`config.mk`:
```
export PLATFORM = sky130hd
export DESIGN_NAME = uart_tx_arbiter
export DESIGN_NICKNAME = d
export VERILOG_FILES = /design/src/rtl/uart_tx_arbiter_pkg.sv /design/src/rtl/uart_tx_arbiter_rr_arbiter.sv /design/src/rtl/uart_tx_arbiter.sv
export SDC_FILE = /design/constraint.sdc
export NUM_CORES = 1
export LEC_CHECK = 0
export ABC_AREA = 1
export CAP_MARGIN = 10
export CORE_UTILIZATION = 45
export CTS_CLUSTER_DIAMETER = 200
export CTS_CLUSTER_SIZE = 28
export DETAILED_ROUTE_END_ITERATION = 8
export HOLD_SLACK_MARGIN = 0.03
export PLACE_DENSITY = 0.88
export SYNTH_ARGS = -nofsm -noshare
export SYNTH_HDL_FRONTEND = slang
export SYNTH_HIERARCHICAL = 1
export SYNTH_SLANG_ARGS = --single-unit
```
`constraint.sdc`:
```
create_clock -name clk -period 7.15 [get_ports clk]
set_input_delay 0.715 -clock clk [delete_from_list [all_inputs] [get_ports clk]]
set_output_delay 0.715 -clock clk [all_outputs]
set_load 0.02 [all_outputs]
```
`src/rtl/uart_tx_arbiter_pkg.sv`:
```
// Shared definitions for the UART transmit arbiter: byte width, bit timing
// default and the arbiter FSM state encoding.
package uart_tx_arbiter_pkg;

  localparam int BYTE_W         = 8;
  localparam int CYCLES_PER_BIT = 10416;

  typedef enum logic [1:0] {
    ST_IDLE      = 2'd0,
    ST_SEND      = 2'd1,
    ST_WAIT_ACK  = 2'd2,
    ST_WAIT_DONE = 2'd3
  } state_e;

endpackage

```
`src/rtl/uart_tx_arbiter_rr_arbiter.sv`:
```
// Round-robin selector: returns the first asserted request at or after ptr,
// wrapping around, as a one-hot grant vector.
module rr_arbiter #(
  parameter int N     = 4,
  parameter int PTR_W = $clog2(N)
) (
  input  logic [N-1:0]     req,
  input  logic [PTR_W-1:0] ptr,
  output logic [N-1:0]     gnt
);

  always_comb begin
    logic             found;
    logic [PTR_W:0]   sum;
    logic [PTR_W-1:0] idx;
    gnt   = '0;
    found = 1'b0;
    sum   = '0;
    idx   = '0;
    for (int k = 0; k < N; k++) begin
      // Extra bit on sum lets ptr+k exceed N before the wrap back into range.
      sum = {1'b0, ptr} + (PTR_W + 1)'(k);
      if (sum >= (PTR_W + 1)'(N)) begin
        sum = sum - (PTR_W + 1)'(N);
      end
      idx = sum[PTR_W-1:0];
      if (!found && req[idx]) begin
        gnt[idx] = 1'b1;
        found    = 1'b1;
      end
    end
  end

endmodule

```
`src/rtl/uart_tx_arbiter.sv`:
```
// Multiplexes byte streams from several requesters onto one UART byte
// transmitter, locking the grant to one requester for a whole message.
module uart_tx_arbiter
  import uart_tx_arbiter_pkg::*;
#(
  parameter int NUM_REQ     = 4,
  parameter int ACK_TIMEOUT = 16
) (
  input  logic                      clk,
  input  logic                      reset,
  input  logic [NUM_REQ-1:0]        req_valid,
  input  logic [BYTE_W*NUM_REQ-1:0] req_data,
  input  logic [NUM_REQ-1:0]        req_last,
  output logic [NUM_REQ-1:0]        req_ready,
  output logic [BYTE_W-1:0]         tx_data,
  output logic                      tx_start,
  input  logic                      tx_busy,
  output logic [NUM_REQ-1:0]        grant,
  output logic                      tx_err
);

  localparam int IDX_W = $clog2(NUM_REQ);
  localparam int CNT_W = $clog2(ACK_TIMEOUT + 1);
  localparam logic [IDX_W-1:0] LAST_IDX  = IDX_W'(NUM_REQ - 1);
  localparam logic [CNT_W-1:0] CNT_MAX   = {CNT_W{1'b1}};
  localparam logic [CNT_W-1:0] CNT_LIMIT = CNT_W'(ACK_TIMEOUT - 1);

  state_e              state_q, state_d;
  logic [NUM_REQ-1:0]  grant_q, grant_d;
  logic [IDX_W-1:0]    owner_q, owner_d;
  logic [IDX_W-1:0]    last_owner_q, last_owner_d;
  logic                last_flag_q, last_flag_d;
  logic [BYTE_W-1:0]   tx_data_q, tx_data_d;
  logic                tx_start_q, tx_start_d;
  logic                tx_err_q, tx_err_d;
  logic [CNT_W-1:0]    cnt_q, cnt_d;

  logic [IDX_W-1:0]    rr_ptr;
  logic [NUM_REQ-1:0]  win_onehot;
  logic [IDX_W-1:0]    win_idx;
  logic                owner_valid;
  logic                owner_last;
  logic [BYTE_W-1:0]   owner_byte;
  logic                byte_done;

  assign rr_ptr = (last_owner_q == LAST_IDX) ? '0 : last_owner_q + 1'b1;

  rr_arbiter #(
    .N     (NUM_REQ),
    .PTR_W (IDX_W)
  ) u_rr (
    .req (req_valid),
    .ptr (rr_ptr),
    .gnt (win_onehot)
  );

  always_comb begin
    win_idx = '0;
    for (int k = 0; k < NUM_REQ; k++) begin
      if (win_onehot[k]) win_idx = IDX_W'(k);
    end
  end

  // Only the owner's lane is ever looked at, so other requesters cannot disturb a message.
  always_comb begin
    owner_valid = 1'b0;
    owner_last  = 1'b0;
    owner_byte  = '0;
    for (int k = 0; k < NUM_REQ; k++) begin
      if (owner_q == IDX_W'(k)) begin
        owner_valid = req_valid[k];
        owner_last  = req_last[k];
        owner_byte  = req_data[k*BYTE_W +: BYTE_W];
      end
    end
  end

  always_comb begin
    req_ready = '0;
    if (state_q == ST_SEND) begin
      for (int k = 0; k < NUM_REQ; k++) begin
        if (owner_q == IDX_W'(k)) req_ready[k] = req_valid[k] & ~tx_busy;
      end
    end
  end

  always_comb begin
    state_d      = state_q;
    grant_d      = grant_q;
    owner_d      = owner_q;
    last_owner_d = last_owner_q;
    last_flag_d  = last_flag_q;
    tx_data_d    = tx_data_q;
    tx_start_d   = 1'b0;
    tx_err_d     = 1'b0;
    cnt_d        = cnt_q;
    byte_done    = 1'b0;
    case (state_q)
      ST_IDLE: begin
        if (|req_valid) begin
          grant_d = win_onehot;
          owner_d = win_idx;
          state_d = ST_SEND;
        end
      end
      ST_SEND: begin
        if (owner_valid && !tx_busy) begin
          tx_data_d   = owner_byte;
          tx_start_d  = 1'b1;
          last_flag_d = owner_last;
          cnt_d       = '0;
          state_d     = ST_WAIT_ACK;
        end
      end
      ST_WAIT_ACK: begin
        if (tx_busy) begin
          state_d = ST_WAIT_DONE;
        end else if (cnt_q >= CNT_LIMIT) begin
          // Transmitter never acknowledged: flag it and move on rather than hang.
          tx_err_d  = 1'b1;
          byte_done = 1'b1;
        end else if (cnt_q != CNT_MAX) begin
          cnt_d = cnt_q + 1'b1;
        end
      end
      ST_WAIT_DONE: begin
        if (!tx_busy) byte_done = 1'b1;
      end
      default: state_d = ST_IDLE;
    endcase
    if (byte_done) begin
      if (last_flag_q) begin
        state_d      = ST_IDLE;
        grant_d      = '0;
        last_owner_d = owner_q;
      end else begin
        state_d = ST_SEND;
      end
    end
  end

  always_ff @(posedge clk) begin
    if (reset) begin
      state_q      <= ST_IDLE;
      grant_q      <= '0;
      owner_q      <= '0;
      last_owner_q <= LAST_IDX;
      last_flag_q  <= 1'b0;
      tx_data_q    <= '0;
      tx_start_q   <= 1'b0;
      tx_err_q     <= 1'b0;
      cnt_q        <= '0;
    end else begin
      state_q      <= state_d;
      grant_q      <= grant_d;
      owner_q      <= owner_d;
      last_owner_q <= last_owner_d;
      last_flag_q  <= last_flag_d;
      tx_data_q    <= tx_data_d;
      tx_start_q   <= tx_start_d;
      tx_err_q     <= tx_err_d;
      cnt_q        <= cnt_d;
    end
  end

  assign grant    = grant_q;
  assign tx_data  = tx_data_q;
  assign tx_start = tx_start_q;
  assign tx_err   = tx_err_q;

endmodule

```
# After elaboration in Yosys (flattened, before gate mapping)
# Cells that the tools add are included.
# W data, S select, Z words.
# word_totals
reg_bits	26
latchBits	0
mem_bits_rw	0
rom_bits	0
in_bits	43
elab_cells	148
memories	0
# classes
add_sub_neg	9
multipliers	0
div_mod_pow	0
magnitude_cmp	13
eq_ne	15
shifts	0
muxes	68
bitwise_logic	10
n_reduce_logical	24
# ops
op	n
$mux W4	9
$mux W8	4
$mux W1	29
$mux W2	11
$mux W5	4
$lt A2 B3 Y1 const B	4
$or A4 B4 Y4	3
$eq A2 B2 Y1 const B	5
$pmux W5 S2	1
$ge A3 B3 Y1 const B	3
$bmux W1 S2	4
$demux W1 S2	4
$ge A2 B1 Y1 const B	4
$logic_and A1 B1 Y1	8
$sub A2 B1 Y2 const B	4
$add A2 B2 Y3 const B	2
$ne A2 B2 Y1 const B	3
$ne A3 B3 Y1 const B	2
$pmux W2 S3	1
$reduce_and A2 Y1	3
$add A5 B1 Y5 const B	1
$ge A5 B4 Y1 const B	1
$ne A5 B5 Y1 const B	1
$reduce_and A5 Y1	1
16 further kinds	27

# Longest topological paths before layout
# logic_depth
ltp_word	20
mapped_depth	14

# Modules after synthesis
# The synthesis kept the hierarchy.
# modules_own_cells
mod	instances	cells_per_inst	area_each_um2
uart_tx_arbiter	1	228	1586.5
rr_arbiter	1	73	396.6

# Worst setup path after synthesis
# No wires, ideal clock.
# synth_timing
path_type	register -> register
start	register last_owner_q[0]
end	register owner_q[0]
setup_time_ns	0.074
arrival_ns	2.410
t_required_ns	7.076
slack_ns	4.666
path_stages_with_launch	15
n_path_buf	0
synth_period_minus_slack_ns	2.484
path_cell_list	dfxtp_1 ha_1 nor2_1 inv_2 ha_1 inv_1 nand3_1 nand2_1 nand2_4 nor2_4 nand2_1 nand3_1 nand2_1 or2_2 a31oi_1
# synth_between
elab_chain_cells	19
elab_cells_between_ends	65
cone_classes	add/sub (8); order compare (12); eq/ne (1); mux (31); bitwise (3); reduce/logical (10)
# synth_rtl
item	line_no	source
from (decl)	uart_tx_arbiter.sv:31	logic [IDX_W-1:0] last_owner_q, last_owner_d;
from (signal assigned)	uart_tx_arbiter.sv:157	last_owner_q <= last_owner_d;
$add A2 B1 Y2 or $eq A2 B2 Y1 (tied branches)	uart_tx_arbiter.sv:46	assign rr_ptr = (last_owner_q == LAST_IDX) ? '0 : last_owner_q + 1'b1;
$mux W2 (*)	uart_tx_arbiter.sv:46	
named net rr_ptr[0]	uart_tx_arbiter.sv:38	logic [IDX_W-1:0] rr_ptr;
branches (longest 13 deep; another with $add A2 B1 Y3)	n/a	
$mux W4 (*)	uart_tx_arbiter_rr_arbiter.sv:27	if (!found && req[idx]) begin
named net win_onehot[1]	uart_tx_arbiter.sv:39	logic [NUM_REQ-1:0] win_onehot;
$mux W1 (*)	uart_tx_arbiter.sv:60	if (win_onehot[k]) win_idx = IDX_W'(k);
$mux W2 (*) (2 in a row)	uart_tx_arbiter.sv:60	
to (signal assigned)	uart_tx_arbiter.sv:156	owner_q <= owner_d;
to (decl)	uart_tx_arbiter.sv:30	logic [IDX_W-1:0] owner_q, owner_d;
# Mark *: on every way through the listed nets, which the timed path passes. The select of a mux whose other input is x is not followed.
# A chain may end at the register's enable or synchronous reset.

# Worst setup path in the final report
# layout_timing
start	input tx_busy
end	output req_ready[2]
# layout_between
elab_chain_cells	4
# layout_rtl
item	line_no	source
from (decl)	uart_tx_arbiter.sv:17	input logic tx_busy,
$not A1 Y1	uart_tx_arbiter.sv:82	if (owner_q == IDX_W'(k)) req_ready[k] = req_valid[k] & ~tx_busy;
$and A1 B1 Y1	uart_tx_arbiter.sv:82	
$mux W1	uart_tx_arbiter.sv:82	
$mux W4	uart_tx_arbiter.sv:80	if (state_q == ST_SEND) begin
to (decl)	uart_tx_arbiter.sv:14	output logic [NUM_REQ-1:0] req_ready,
# Every way passes these cells.

==> metrics <==
status=complete, no violations; DR iter-0 viols=123; number of global-route vias before repair=2046; Seq/Total Area, Yosys=26.2%; CTS tree=done; DRT antenna net count=0; DR vias=2197; peak supply drop=0.0972 mV; sum of negative setup slack=0 ns; Hold Path Cell Cnt=2; Slowest cell on crit path=clkdlybuf4s50_1; Post-Syn Area per Cell=6.59 um^2; Sequential cell area=520 um^2; Async SR Flop Fraction=0%; CP bufs+invs=3; Critical Path Most Common Cell=clkdlybuf4s50_1; RSZ-0062 raised after global routing=no; Synth Flop Type=dfxtp_1; Clock transition at path regs=0.09 ns; R2R cell count=14; count leader, synth=nand2_1; IO Count=61; Pleak=0.00121 uW; full die area=0.00468 mm^2; Clock Sinks=26; drt wl/cell=12.9 um; syn nets=359; initial core utilization=48.2%; final hold slack=0.486 ns; relative max-transition margin=48.6%; Tmin final=2.94 ns; worst-skew pair later-pin latency=0.27 ns; final wirelength=5.32 mm; Reg-to-Reg Start=last_owner_q[0]; die height=68.4 um; Syn-to-layout area delta=34.8%; Synth top area share=26.2%; mapped cell area=0.00198 mm^2; Post-CTS Setup Bufs=0; hold path startpoint=grant[2]; WHS Endpoint=grant[2]; critical path cell sequence=clkdlybuf4s50_1 > inv_2 > nand2_1 > nor2_1 > clkdlybuf4s50_1; final-stage net count=422; Mapped Cells=301; DP Wirelength=4.20 mm; placed inst area=0.00263 mm^2; Critical Path Source=tx_busy; clk_skew=0.00460 ns; Multi-input gate area=0.00132 mm^2; synth unique cells=30; Setup Viol. Count Final=0; data required time of the worst path=6.43 ns; All-Layer GR Usage=24.0%; crit path DAT=2.23 ns; Commonest cells post-synth=nand2_1 (95), nand3_1 (52), dfxtp_1 (26); delay-heaviest family, CP=buffers and inverters; H-tree levels=1; die width=68.4 um; hold_buf cts=0; core area=0.00412 mm^2; FF+latch count, synth=26; initial antenna violation count=0; # Max-Cap Violations=0; via/cell ratio=5.33; Filler cells=365; HP Class=flip-flop to flip-flop; clock root buffer=clkbuf_8; grt total ovfl=0; reg-to-reg endpoint=owner_q[0]; largest net degree at the start of global routing=20; placement row count=23; Fmax=340 MHz; post_cts resized=0; Slew Limit Fails=0; Tcrit/Tclk final=41.2%; Final Wtd Congestion=0.861; top cells by area, synth=dfxtp_1 (26%), nand2_1 (18%), nand3_1 (13%); Synth area leader=dfxtp_1; critical path class=input pin to output port; worst-path fanout max=5; IO Port Bufs=60; CP endpoint kind=output port; DR DRC count=0; # diodes=0; Worst R2R Setup Slack=4.24 ns; layout cells sized above 1=10.5%; Final Hold Fails=0; Num CTS Buffers=3; max incr delay on CP=0.63 ns; maximum clock insertion buffer count=2; Worst-Margin Slew=0.768 ns; EDFF count, synth=0; design area=0.00267 mm^2; First-pass DRT Iterations=4; first-pass GRT wire length=8.58 mm; power per cell area=212 mW/mm^2; startpoint types=input pin; Ys Warns=6
-- flip-flops by register name, summed over array words and instances (netlist names) --
| register | flops |
|---|---|
| tx_data | 8 |
| cnt_q | 5 |
| grant | 4 |
| last_owner_q | 2 |
| owner_q | 2 |
| state_q | 2 |
| last_flag_q | 1 |
| tx_err | 1 |
| tx_start | 1 |
-- area by class of cell --
| type | instances | area share, % |
|---|---|---|
| Clock buffer | 3 | 1.54 |
| Tap cell | 50 | 2.34 |
| Multi-Input combinational cell | 241 | 49.5 |
| Sequential cell | 26 | 19.5 |
| Timing Repair Buffer | 60 | 22.5 |
| Inverter | 32 | 4.68 |
-- where the power goes --
part,internal (uW),switching [uW],leakage [uW],total [uW]
Combinational,116,169,0.000977,285
Clock,37.8,44.9,0.0000216,82.7
Sequential,172,27.9,0.000212,200
-- worst max path at each step --
stage                    to  slack, ns  cells after the start
2_1_floorplan    owner_q[0]       4.67                     14
3_3_place_gp   req_ready[2]       4.23                      5
3_5_place_dp   req_ready[3]       4.24                      5
4_1_cts        req_ready[2]       4.23                      5
5_1_grt          owner_q[0]       4.03                     14
6_report       req_ready[2]       4.21                      5
-- worst register-to-register path, stage by stage (launching register included) --
cell	delay, ns
dfxtp_1	0.34
ha_1	0.19
nor2_1	0.58
inv_2	0.21
ha_1	0.41
inv_1	0.12
nand3_1	0.08
nand2_1	0.11
nand2_4	0.07
nor2_4	0.14
nand2_1	0.07
nand3_1	0.07
nand2_1	0.07
or2_2	0.27
a31oi_1	0.12
-- stage by stage --
step                      power, uW  setup WS [ns]  instances  utilization [%]
after floorplan                 397           4.67        301                -
after detailed placement        485           4.24        409             63.9
after global routing            613           4.03        412             64.9
final                           568           4.21        412             64.9
after CTS                       568           4.23        412             64.9
after global placement          472           4.23        409             63.9
-- cell usage in the layout (no fill, tap or decap), types with 2 or more instances in the layout --
cell / n
a21oi_1: 17
a31oi_1: 2
clkbuf_8: 3
clkdlybuf4s50_1: 60
clkinv_1: 2
dfxtp_1: 26
ha_1: 15
inv_1: 24
inv_2: 5
nand2_1: 95
nand2_2: 5
nand2_4: 3
nand3_1: 52
nand3_2: 3
nor2_1: 22
nor2_4: 2
nor3_1: 2
o211ai_1: 2
o21ai_2: 10
or2_2: 2
-- cell families (layout without fill, tap and decap cells) --
kind of cell             after synthesis  count (layout)  synth area share (%)
AO/OA/AOI/OAI                         33              33                  10.6
adder cells (fa/ha/maj)               15              15                  9.46
buffers and inverters                 34              95                  7.07
flip-flops                            26              26                  26.2
AND/OR/NAND/NOR                      193             193                  46.6
-- per-layer routing --
metal	up-vias	GRT usage, %	share of wire [%]
li1	1106	-	-
met3	12	5.17	7.4
met5	-	0	0
met1	978	26.2	40
met4	0	10.2	1.7
met2	101	44.1	51
Power figures use the tool's default switching activity.
==> variant: new RTL, same settings <==
`BYTE_W`: 8 -> 7.
--- a/src/rtl/uart_tx_arbiter_pkg.sv
+++ b/src/rtl/uart_tx_arbiter_pkg.sv
@@ -2,7 +2,7 @@
 // default and the arbiter FSM state encoding.
 package uart_tx_arbiter_pkg;
 
-  localparam int BYTE_W         = 8;
+  localparam int BYTE_W         = 7;
   localparam int CYCLES_PER_BIT = 10416;
 
   typedef enum logic [1:0] {
Ports: changed (resized req_data and tx_data); port bits go from 61 to 56. The function was not compared with the original's and may differ.
==> variant against the unedited design <==
Cell area down 6.8%. Total power down 6.3%. Routed wire length down 17%. Setup slack worse by 120 ps. Clock power down 0.6%. Sequential cell count down 1. Synthesized area down 5.7%. Clock skew down 2.8 ps.
==> variant: results (changes against the unedited design) <==
port_buffers: 55  # -8.3%
drive_gt1_frac: 0.0612  # -0.0437
avgViaCountPerCell: 5.09  # -4.5%
arrival_ps: 2350  # +120 ps
grt_util_met3: 0.0497  # -0.00201
synth_nets: 343  # -4.5%
synthArstFlopShare: 0  # unchanged
grt_max_degree: 21  # +5.0%
final_nets: 398  # -5.7%
power.leakage_nw: 1.13  # -6.5%
syn2layout_area_growth_pct: 33.2
timing.rr.start: "last_owner_q[0]"
critPathMaxStageDelay_ps: 660  # +30 ps
htreeDepth: 1  # unchanged
clockBufferDepth: 2  # unchanged
placed_cell_area_um2: 2440  # -7.1%
largest_reg_flops: 7  # -1
ff2ff_path_depth: 14  # unchanged
cts_setup_buffers: 0  # unchanged
hp-class: "reg2reg"
synth_commonest_cells: "nand2_1, nand3_1, inv_1"
grt.total_usage: 0.213  # -0.0272
cts_buffers: 3  # unchanged
grt_pass1_wl_um: 7490  # -13%
place_congestion: 0.848  # -1.5%
irDropWorstVdd_v: 0.000100  # +3.0%
dr.pass1.iters: 8  # +4
holdPathStages: 2  # unchanged
r2r_slack_ps: 4430  # +190 ps
dpl.hpwl_um: 3480  # -17%
n_fill_cell: 375  # +2.7%
n_antenna_cell: 0  # unchanged
whs_ps: 473  # -12.6 ps
min_to: "grant[1]"
synth_area_leaders: "dfxtp_1, nand2_1, nand3_1, ha_1, inv_1"
hold_path_startpoint: "grant[1]"
yosysSeqAreaShare: 0.268  # +0.00528
status: "finished clean"
drt-total-wl_um: 4420  # -17%
grt_pass1_vias: 1827  # -11%
grt_util_met1: 0.272  # +0.0100
drt_iter0_markers: 73  # -41%
critPathLaunch: "tx_busy"
use_met2: 0.358  # -0.0828
skew_ps: 1.75  # -2.85 ps
maxSlewHeadroom: 0.517  # +0.0310
crit_fanout: 4  # -1
[variant: per-layer routing]
metal / vias up / wire (um)
met3: 2 / 268
met5: - / 0
met4: 0 / 8
li1: 1060 / -
met1: 883 / 2120
met2: 56 / 2020
[variant: final cells by class]
class,instances,share of cell area
well taps,50,0.0251
clock buffers,3,0.0166
multi-input cells,229,0.489
flip-flops and latches,25,0.201
inverters,30,0.0452
repair buffers,55,0.221
clock inverters,1,0.00201
[variant: where the power goes]
group	internal [W]	switching [W]
Combinational	0.000109	0.000149
Clock	0.0000389	0.0000433
Sequential	0.000166	0.0000265
[variant: logic make-up after synthesis]
kind of cell,share of synthesized area
and+or+nand+nor,0.412
AOI/OAI and AO/OA,0.139
buffers and inverters,0.0810
DFF,0.268
adders and majority gates,0.100
[variant: worst register-to-register path, delay by kind of cell, from the launching register on]
kind	cells	cell delay [ps]
buffers and inverters	3	340
adder cells (fa/ha/maj)	2	600
AO/OA/AOI/OAI	2	270
AND/OR/NAND/NOR	7	1070
flip-flops	1	330
[variant: stage by stage]
step,instances,worst slack (ps)
floorplan,289,4810
global placement,389,4150
detailed placement,389,4130
CTS,393,4110
global route,393,4040
finish,393,4090
[variant: worst max-delay path by stage]
| stage | end | slack [ps] | depth (start not counted) |
|---|---|---|---|
| 3_3_place_gp | req_ready[2] | 4150 | 5 |
| 3_5_place_dp | req_ready[2] | 4130 | 5 |
| 4_1_cts | req_ready[2] | 4110 | 5 |
| 2_1_floorplan | owner_q[0] | 4810 | 14 |
| 6_report | req_ready[2] | 4090 | 5 |
| 5_1_grt | req_ready[2] | 4040 | 5 |
